$ cat config.mk
export PLATFORM = sky130hd
export DESIGN_NAME = imem_boot_loader
export DESIGN_NICKNAME = d
export VERILOG_FILES = /design/src/rtl/imem_boot_loader.sv
export SDC_FILE = /design/constraint.sdc
export NUM_CORES = 1
export LEC_CHECK = 0
export ABC_CLOCK_PERIOD_IN_PS = 3400
export BUFFER_PORTS_ARGS = -buffer_cell sky130_fd_sc_hd__buf_2
export CAP_MARGIN = 20
export CORE_MARGIN = 1.5
export CORE_UTILIZATION = 39
export CTS_BUF_LIST = sky130_fd_sc_hd__clkbuf_2
export CTS_CLUSTER_SIZE = 24
export DETAILED_ROUTE_END_ITERATION = 7
export PLACE_DENSITY_LB_ADDON = 0.08
export SLEW_MARGIN = 20
export SYNTH_ARGS = -nofsm -noshare
export SYNTH_HDL_FRONTEND = slang
export SYNTH_SLANG_ARGS = --single-unit
$ cat constraint.sdc
create_clock -name clk -period 3.4 [get_ports clk]
set_input_delay 0.51 -clock clk [delete_from_list [all_inputs] [get_ports clk]]
set_output_delay 0.51 -clock clk [all_outputs]
set_load 0.01 [all_outputs]
$ cat src/rtl/imem_boot_loader.sv
// imem_boot_loader: boot sequencer for the single-cycle RISC-V CPU.
// Holds the CPU in reset, receives a length-prefixed byte image over a
// valid/ready handshake, and assembles little-endian 32-bit words. It writes
// those words into instruction memory from word 0 upward, then releases the
// CPU. Define BOOT_CHECKSUM_EN to add a trailing mod-256 payload checksum byte.
module imem_boot_loader #(
   parameter int ADDR_W = 8
) (
   input  logic              clk,
   input  logic              reset,
   input  logic              reload,
   input  logic              rx_valid,
   input  logic [7:0]        rx_data,
   output logic              rx_ready,
   output logic              imem_we,
   output logic [ADDR_W-1:0] imem_addr,
   output logic [31:0]       imem_wdata,
   output logic              cpu_reset,
   output logic              done,
   output logic              error
);

   typedef enum logic [2:0] {
      S_LEN0 = 3'd0,
      S_LEN1 = 3'd1,
      S_DATA = 3'd2,
`ifdef BOOT_CHECKSUM_EN
      S_CSUM = 3'd3,
`endif
      S_RUN  = 3'd4,
      S_ERR  = 3'd5
   } state_t;

   // State entered once the payload (or an empty image) has been consumed.
`ifdef BOOT_CHECKSUM_EN
   localparam state_t S_AFTER_DATA = S_CSUM;
`else
   localparam state_t S_AFTER_DATA = S_RUN;
`endif

   state_t          r_state;
   state_t          w_next;
   logic [15:0]     r_count;      // word count N
   logic [ADDR_W:0] r_idx;        // next word index; one extra bit so N = 2^ADDR_W fits
   logic [1:0]      r_lane;       // byte lane within the current word
   logic [23:0]     r_word;       // first three bytes of the word in progress
   logic            r_we;
   logic [ADDR_W-1:0] r_addr;
   logic [31:0]     r_wdata;
   logic            r_cpu_reset;
`ifdef BOOT_CHECKSUM_EN
   logic [7:0]      r_csum;
`endif

   logic            w_rx_ready;
   logic            w_done;
   logic            w_error;
   logic            w_hs;
   logic [15:0]     w_count_full;
   logic            w_too_big;
   logic [ADDR_W:0] w_idx_inc;
   logic            w_last;

   assign w_hs         = rx_valid & w_rx_ready;
   assign w_count_full = {rx_data, r_count[7:0]};
   assign w_too_big    = {1'b0, w_count_full} > (17'd1 << ADDR_W);
   assign w_idx_inc    = r_idx + 1'b1;
   assign w_last       = (17'(w_idx_inc) == {1'b0, r_count});

   // State register; synchronous reset returns to LEN0.
   always_ff @(posedge clk) begin
      // NOTE: sequential state uses non-blocking assignments so every flop
      // samples pre-edge values regardless of block evaluation order.
      if (reset) r_state <= S_LEN0;
      else       r_state <= w_next;
   end

   // Next-state logic: reload overrides any handshake in the same cycle.
   always_comb begin
      // NOTE: default assignment first so no path leaves w_next unassigned,
      // which would otherwise infer a latch.
      w_next = r_state;
      if (reload) begin
         w_next = S_LEN0;
      end else if (w_hs) begin
         case (r_state)
            S_LEN0: w_next = S_LEN1;
            S_LEN1: begin
               if (w_too_big)                 w_next = S_ERR;
               else if (w_count_full == 16'd0) w_next = S_AFTER_DATA;
               else                           w_next = S_DATA;
            end
            S_DATA: if (r_lane == 2'd3 && w_last) w_next = S_AFTER_DATA;
`ifdef BOOT_CHECKSUM_EN
            S_CSUM: w_next = (rx_data == r_csum) ? S_RUN : S_ERR;
`endif
            default: w_next = r_state;
         endcase
      end
   end

   // Output decode from the registered state only (no path from rx_valid).
   always_comb begin
      w_rx_ready = 1'b0;
      w_done     = 1'b0;
      w_error    = 1'b0;
      case (r_state)
         S_LEN0, S_LEN1, S_DATA: w_rx_ready = 1'b1;
`ifdef BOOT_CHECKSUM_EN
         S_CSUM: w_rx_ready = 1'b1;
`endif
         S_RUN:  w_done     = 1'b1;
         S_ERR:  w_error    = 1'b1;
         default: ;
      endcase
   end

   // Datapath: count capture, word assembly, write strobe and CPU reset stage.
   always_ff @(posedge clk) begin
      if (reset) begin
         r_count     <= '0;
         r_idx       <= '0;
         r_lane      <= '0;
         r_word      <= '0;
         r_we        <= 1'b0;
         r_addr      <= '0;
         r_wdata     <= '0;
         r_cpu_reset <= 1'b1;
`ifdef BOOT_CHECKSUM_EN
         r_csum      <= '0;
`endif
      end else begin
         r_we <= 1'b0;
         // One stage behind the state so the final write lands before release.
         r_cpu_reset <= reload | (r_state != S_RUN);
         if (reload) begin
            r_idx  <= '0;
            r_lane <= '0;
            r_word <= '0;
`ifdef BOOT_CHECKSUM_EN
            r_csum <= '0;
`endif
         end else if (w_hs) begin
            case (r_state)
               S_LEN0: r_count[7:0] <= rx_data;
               S_LEN1: r_count      <= w_count_full;
               S_DATA: begin
                  r_lane <= r_lane + 2'd1;
                  r_word <= {rx_data, r_word[23:8]};
`ifdef BOOT_CHECKSUM_EN
                  r_csum <= r_csum + rx_data;
`endif
                  if (r_lane == 2'd3) begin
                     r_we    <= 1'b1;
                     r_addr  <= r_idx[ADDR_W-1:0];
                     r_wdata <= {rx_data, r_word};
                     r_idx   <= w_idx_inc;
                  end
               end
               default: ;
            endcase
         end
      end
   end

   assign rx_ready   = w_rx_ready;
   assign done       = w_done;
   assign error      = w_error;
   assign imem_we    = r_we;
   assign imem_addr  = r_addr;
   assign imem_wdata = r_wdata;
   assign cpu_reset  = r_cpu_reset;

endmodule

After elaboration in Yosys (flattened, before gate mapping)
Index checks and enable logic that the tools add are counted.
W data, S select, Z words.
{ "word_totals": {"input_bits": 12, "out_inout_bits": 45, "reg_bits": 96, "word_cells": 47} }
{ "op_classes": {"order_cmp": 1, "n_eq_ne": 8, "n_addsub": 2, "mux": 8, "bitwise": 5, "n_reduce_logical": 13} }
{ "op_table": {"columns": ["cell", "count"], "rows": [
  ["$eq A9 B16 Y1", 1],
  ["$gt A16 B9 Y1 const B", 1],
  ["$logic_not A16 Y1", 1],
  ["$reduce_and A3 Y1", 4],
  ["$add A9 B1 Y9 const B", 1],
  ["$mux W3", 3],
  ["$pmux W3 S3", 1],
  ["$eq A3 B3 Y1 const B", 2],
  ["$mux W1", 4],
  ["$reduce_and A4 Y1", 1],
  ["$reduce_or A4 Y1", 1],
  ["$eq A3 B1 Y1 const B", 1],
  ["$eq A3 B2 Y1 const B", 1],
  ["$logic_not A3 Y1", 1],
  ["$ne A3 B3 Y1 const B", 1],
  ["$not A1 Y1", 3],
  ["$reduce_bool A3 Y1", 1],
  ["$reduce_or A3 Y1", 1],
  ["$add A2 B1 Y2 const B", 1],
  ["$eq A2 B2 Y1 const B", 1],
  ["$ne A2 B2 Y1 const B", 1],
  ["$reduce_and A2 Y1", 1],
  ["$reduce_or A2 Y1", 1],
  ["$and A1 B1 Y1", 1],
  ["other kinds (2)", 2]
]} }

Longest topological paths before layout
{ "logic_depth": {"ltp_word": 6, "depth_mapped": 8, "ltp_nobuf": 6} }

Worst setup path before layout
Ideal clock, no wire load.
{ "synth_path": {"kind": "register -> register", "startpoint": "reg r_idx[0]", "endpoint": "reg r_state[2]", "path_buffers": 0, "stages_incl_launch_ff": 7, "setup_ns": 0.069, "arrival_ns": 1.824, "setup_slack_ns": 1.507, "cell_sequence": "dfxtp_1 ha_1 nand2b_4 o211a_1 o32a_1 or4_1 o21ai_1"} }
{ "synth_between": {"elab_chain_len": 5} }
{ "synth_rtl": {"columns": ["element", "line", "source"], "rows": [
  ["from (decl)", "44", "logic [ADDR_W:0] r_idx;"],
  ["from (signal assigned)", "157", "r_idx <= w_idx_inc;"],
  ["$add A9 B1 Y9", "67", "assign w_idx_inc = r_idx + 1'b1;"],
  ["$eq A9 B16 Y1", "68", "assign w_last = (17'(w_idx_inc) == {1'b0, r_count});"],
  ["$logic_and A1 B1 Y1", "93", "S_DATA: if (r_lane == 2'd3 && w_last) w_next = S_AFTER_DATA;"],
  ["$ne A2 B2 Y1 (no line)", null, null],
  ["$reduce_and A3 Y1 (no line)", null, null],
  ["to (signal assigned)", "75", "else r_state <= w_next;"],
  ["to (decl)", "41", "state_t r_state;"]
]} }
Every way passes these cells.
A chain may end at the register's enable or synchronous reset.

Final worst setup path
Same ends and word-level chain as after synthesis.

==> results by group <==
Run status
  – Outcome: completed

Critical path
  – Critical Path, Cell by Cell: ha_1 -> nand2b_1 -> a21oi_1 -> o32a_1 -> or4_1 -> o21ai_1
  – Worst Reg2Reg Path Length in Cells: 6
  – Type of origin of the critical path: register
  – Data required time at the worst endpoint: between 3 and 4 ns
  – Critical Path Stages: 6
  – Crit Path Class: reg -> reg
  – Slowest stage cell, crit path: sky130_fd_sc_hd__dfxtp_1
  – Max stage delay on crit path: 0.54 ns
  – Critical path data arrival time: ~2.7 ns
  – Top cell family by delay on the critical path: simple AND/OR/NAND/NOR gates
  – Sort of element at the end of the critical path: register
  – Highest fanout seen on the critical path: 6
  – Worst path buffer plus inverter count: 0

Timing
  – Fraction of the cycle the final worst path needs: approximately 64%
  – Final hold violation count: 0
  – Max Clk Rate: ~460 MHz
  – Worst Skew: approximately 0.031 ns
  – Max-slew headroom at the worst pin: a little under three fifths
  – Worst hold-check slack: roughly 0.19 ns
  – Final critical delay including setup and external delays: 2.18 ns
  – Unrepaired setup endpoints after global routing: false
  – Final setup TNS: 0 ns
  – Slew at the pin closest to its max-slew limit: around 0.64 ns
  – Final max-slew violation count: 0
  – Final setup violating endpoints: 0
  – Final setup margin: between 1 and 1.5 ns

Synth
  – Post-Syn Instances: roughly 470
  – Most used DFF post-synth: sky130_fd_sc_hd__dfxtp_1
  – Synth Warn #: 0
  – Count of unique library cells instantiated by Yosys: 43
  – Portion of the post-synthesis area used by sequential elements: 50.2%
  – Largest area contributor in the netlist: sky130_fd_sc_hd__dfxtp_1
  – Syn Std Cell Area: approximately 3800 um2
  – Most instantiated cells after synthesis: sky130_fd_sc_hd__nand2_1, sky130_fd_sc_hd__dfxtp_1, sky130_fd_sc_hd__a21oi_1
  – Number of synthesized flops with an enable pin: 0
  – Leading cell type by number of instances after synthesis: sky130_fd_sc_hd__nand2_1
  – Main area contributors after synthesis: sky130_fd_sc_hd__dfxtp_1, sky130_fd_sc_hd__nand2_1, sky130_fd_sc_hd__a21oi_1
  – Flip-flop and latch count after synthesis: 96
  – Mean Syn Cell Area: between 8 and 9 um2
  – Asr flop ratio synth: 0%
  – Yosys top cell area share: about half
  – Number of nets in the synthesized netlist: about 490

Drt
  – ANT nets after route: 0
  – Routed len/inst: between 10 and 15 um
  – Via density per instance: ~5
  – Pre-antenna DRT Iters: 4
  – Starting DRC count in detailed routing: 216
  – Vias post-DR: 3268
  – Post-route DRC: 0
  – Total detailed-routing wirelength: roughly 9100 um

Clock tree
  – Clock latency on the worst-skew pair: around 0.57 ns
  – H-tree depth reported by CTS: 3
  – Quantity of hold-fixing buffers added after cts: 0
  – Number of clock sinks: 96
  – Root Driver: sky130_fd_sc_hd__clkbuf_2
  – Post-CTS resize count: 0
  – Post-CTS setup buffer count: 0
  – Clk slew on worst S/H paths: about 0.27 ns
  – TritonCTS Buffers: 9
  – TritonCTS clock tree: yes
  – Largest buffer count on any clock path: 2

GRT
  – Wire length of the first global-routing pass: around 15000 um
  – Remaining global-route overflow: 0
  – Maximum number of pins on one net before global-route repair: 58
  – Vias in the first global route: approximately 3000
  – Number of antenna violations at the first check in global routing: 0
  – Global router's overall resource usage: a little under a fifth

Placement
  – HPWL after detailed placement: ~6000 um
  – Worst setup slack before clock tree synthesis: 1.20 ns
  – Area post-placement: about 4200 um2
  – Cell count after placement: around 640
  – Count of port buffers added during placement: between 50 and 60
  – Gp weighted congestion: 0.789

Worst hold path
  – Worst hold-check path type: in -> reg
  – Hold path depth: 3

Pwr
  – Total leakage power: between 1.5 and 2 nW
  – Power Dens Cells: approximately 410 nW/um2
  – IR Drop Worst-Case VDD: around 180 uV

Finish
  – Fraction of final layout cells sized beyond drive strength 1: between 15 and 20%
  – Ant diodes: 0
  – Non-Filler Cell Area, Final: 4320 um2
  – Area growth from synthesis to final layout: 12.7%
  – Fin nets: roughly 530
  – Post-layout instance count excluding filler cells: ~650

Floorplanning
  – Initial cell density of the core: between 40% and 50%
  – Core region area: 9370 um2
  – Y dimension of the die: 102 um
  – Total Die Area: 10400 um2
  – Die X: 102 um
  – Number of primary I/O pins: 57
  – Cell Rows: 35

Flow run
  – Count of max-cap constraint violations: 0
[final timing paths]
path	startpoint	to	slack, ns
setup / recovery	r_idx[0]	r_state[2]	1.22
hold reg to reg	r_word[0]	imem_wdata[0]	0.46
setup reg to reg	r_idx[0]	r_state[2]	1.22
hold / removal	rx_data[4]	r_count[12]	0.19
[logic make-up after synthesis]
group                      synth area share (%)
AOI/OAI and AO/OA                          13.4
adders and majority gates                 0.653
xor gates and xnor gates                   4.80
buffers and inverters                      3.43
and+or+nand+nor                            25.2
DFF                                        50.2
muxes                                      2.35
[cell usage in the layout (no fill, tap or decap), types with 3 or more instances in the layout]
cell,instances
sky130_fd_sc_hd__nand2_1,148
sky130_fd_sc_hd__dfxtp_1,96
sky130_fd_sc_hd__a21oi_1,77
sky130_fd_sc_hd__buf_2,56
sky130_fd_sc_hd__nor2_1,27
sky130_fd_sc_hd__xnor2_1,13
sky130_fd_sc_hd__o21ai_0,11
sky130_fd_sc_hd__clkbuf_2,10
sky130_fd_sc_hd__mux2i_1,9
sky130_fd_sc_hd__buf_4,9
sky130_fd_sc_hd__xor2_1,8
sky130_fd_sc_hd__nand4_1,4
sky130_fd_sc_hd__nor3_1,4
sky130_fd_sc_hd__nor3b_1,3
sky130_fd_sc_hd__nand2b_1,3
sky130_fd_sc_hd__or4_1,3
sky130_fd_sc_hd__nor4_1,3
sky130_fd_sc_hd__nand3_1,3
sky130_fd_sc_hd__clkinvlp_4,3
[per-layer routing]
layer | part of all wire [%] | wire length (um) | GRT usage, %
met5 | 0 | 0 | 0
met4 | 0.62 | 56 | 5.69
met3 | 4.2 | 385 | 2.74
met2 | 42 | 3860 | 26.9
met1 | 53 | 4790 | 27.4
[worst min-delay path, cell delays in order]
cell and delay, ns:
sky130_fd_sc_hd__buf_2 0.13, sky130_fd_sc_hd__nand2_1 0.06, sky130_fd_sc_hd__a21oi_1 0.05
[registers in the layout, summed over array words and instances (netlist names)]
register,flops
imem_wdata,32
r_word,24
r_count,16
r_idx,9
imem_addr,8
r_state,3
r_lane,2
cpu_reset,1
imem_we,1
[final cells by class]
| class | count | area [um2] |
|---|---|---|
| sequential | 96 | 1920 |
| clock inverter | 6 | 56.3 |
| fill | 987 | 5050 |
| timing repair buffer | 65 | 348 |
| clock buffer | 10 | 50.0 |
| multi-input combinational | 347 | 1780 |
| tap | 129 | 161 |
[where the power goes]
part	internal, mW	switching, mW
clock	0.109	0.414
sequential	1.14	0.00812
combinational	0.0293	0.0547
[metrics by stage]
step           util (%)  total power [mW]
2_1_floorplan         -              1.22
3_3_place_gp       44.9              1.25
3_5_place_dp       44.9              1.25
4_1_cts            46.1              1.77
5_1_grt            46.1              1.82
6_report           46.1              1.75
No activity file was read; power rests on OpenSTA's default activity.
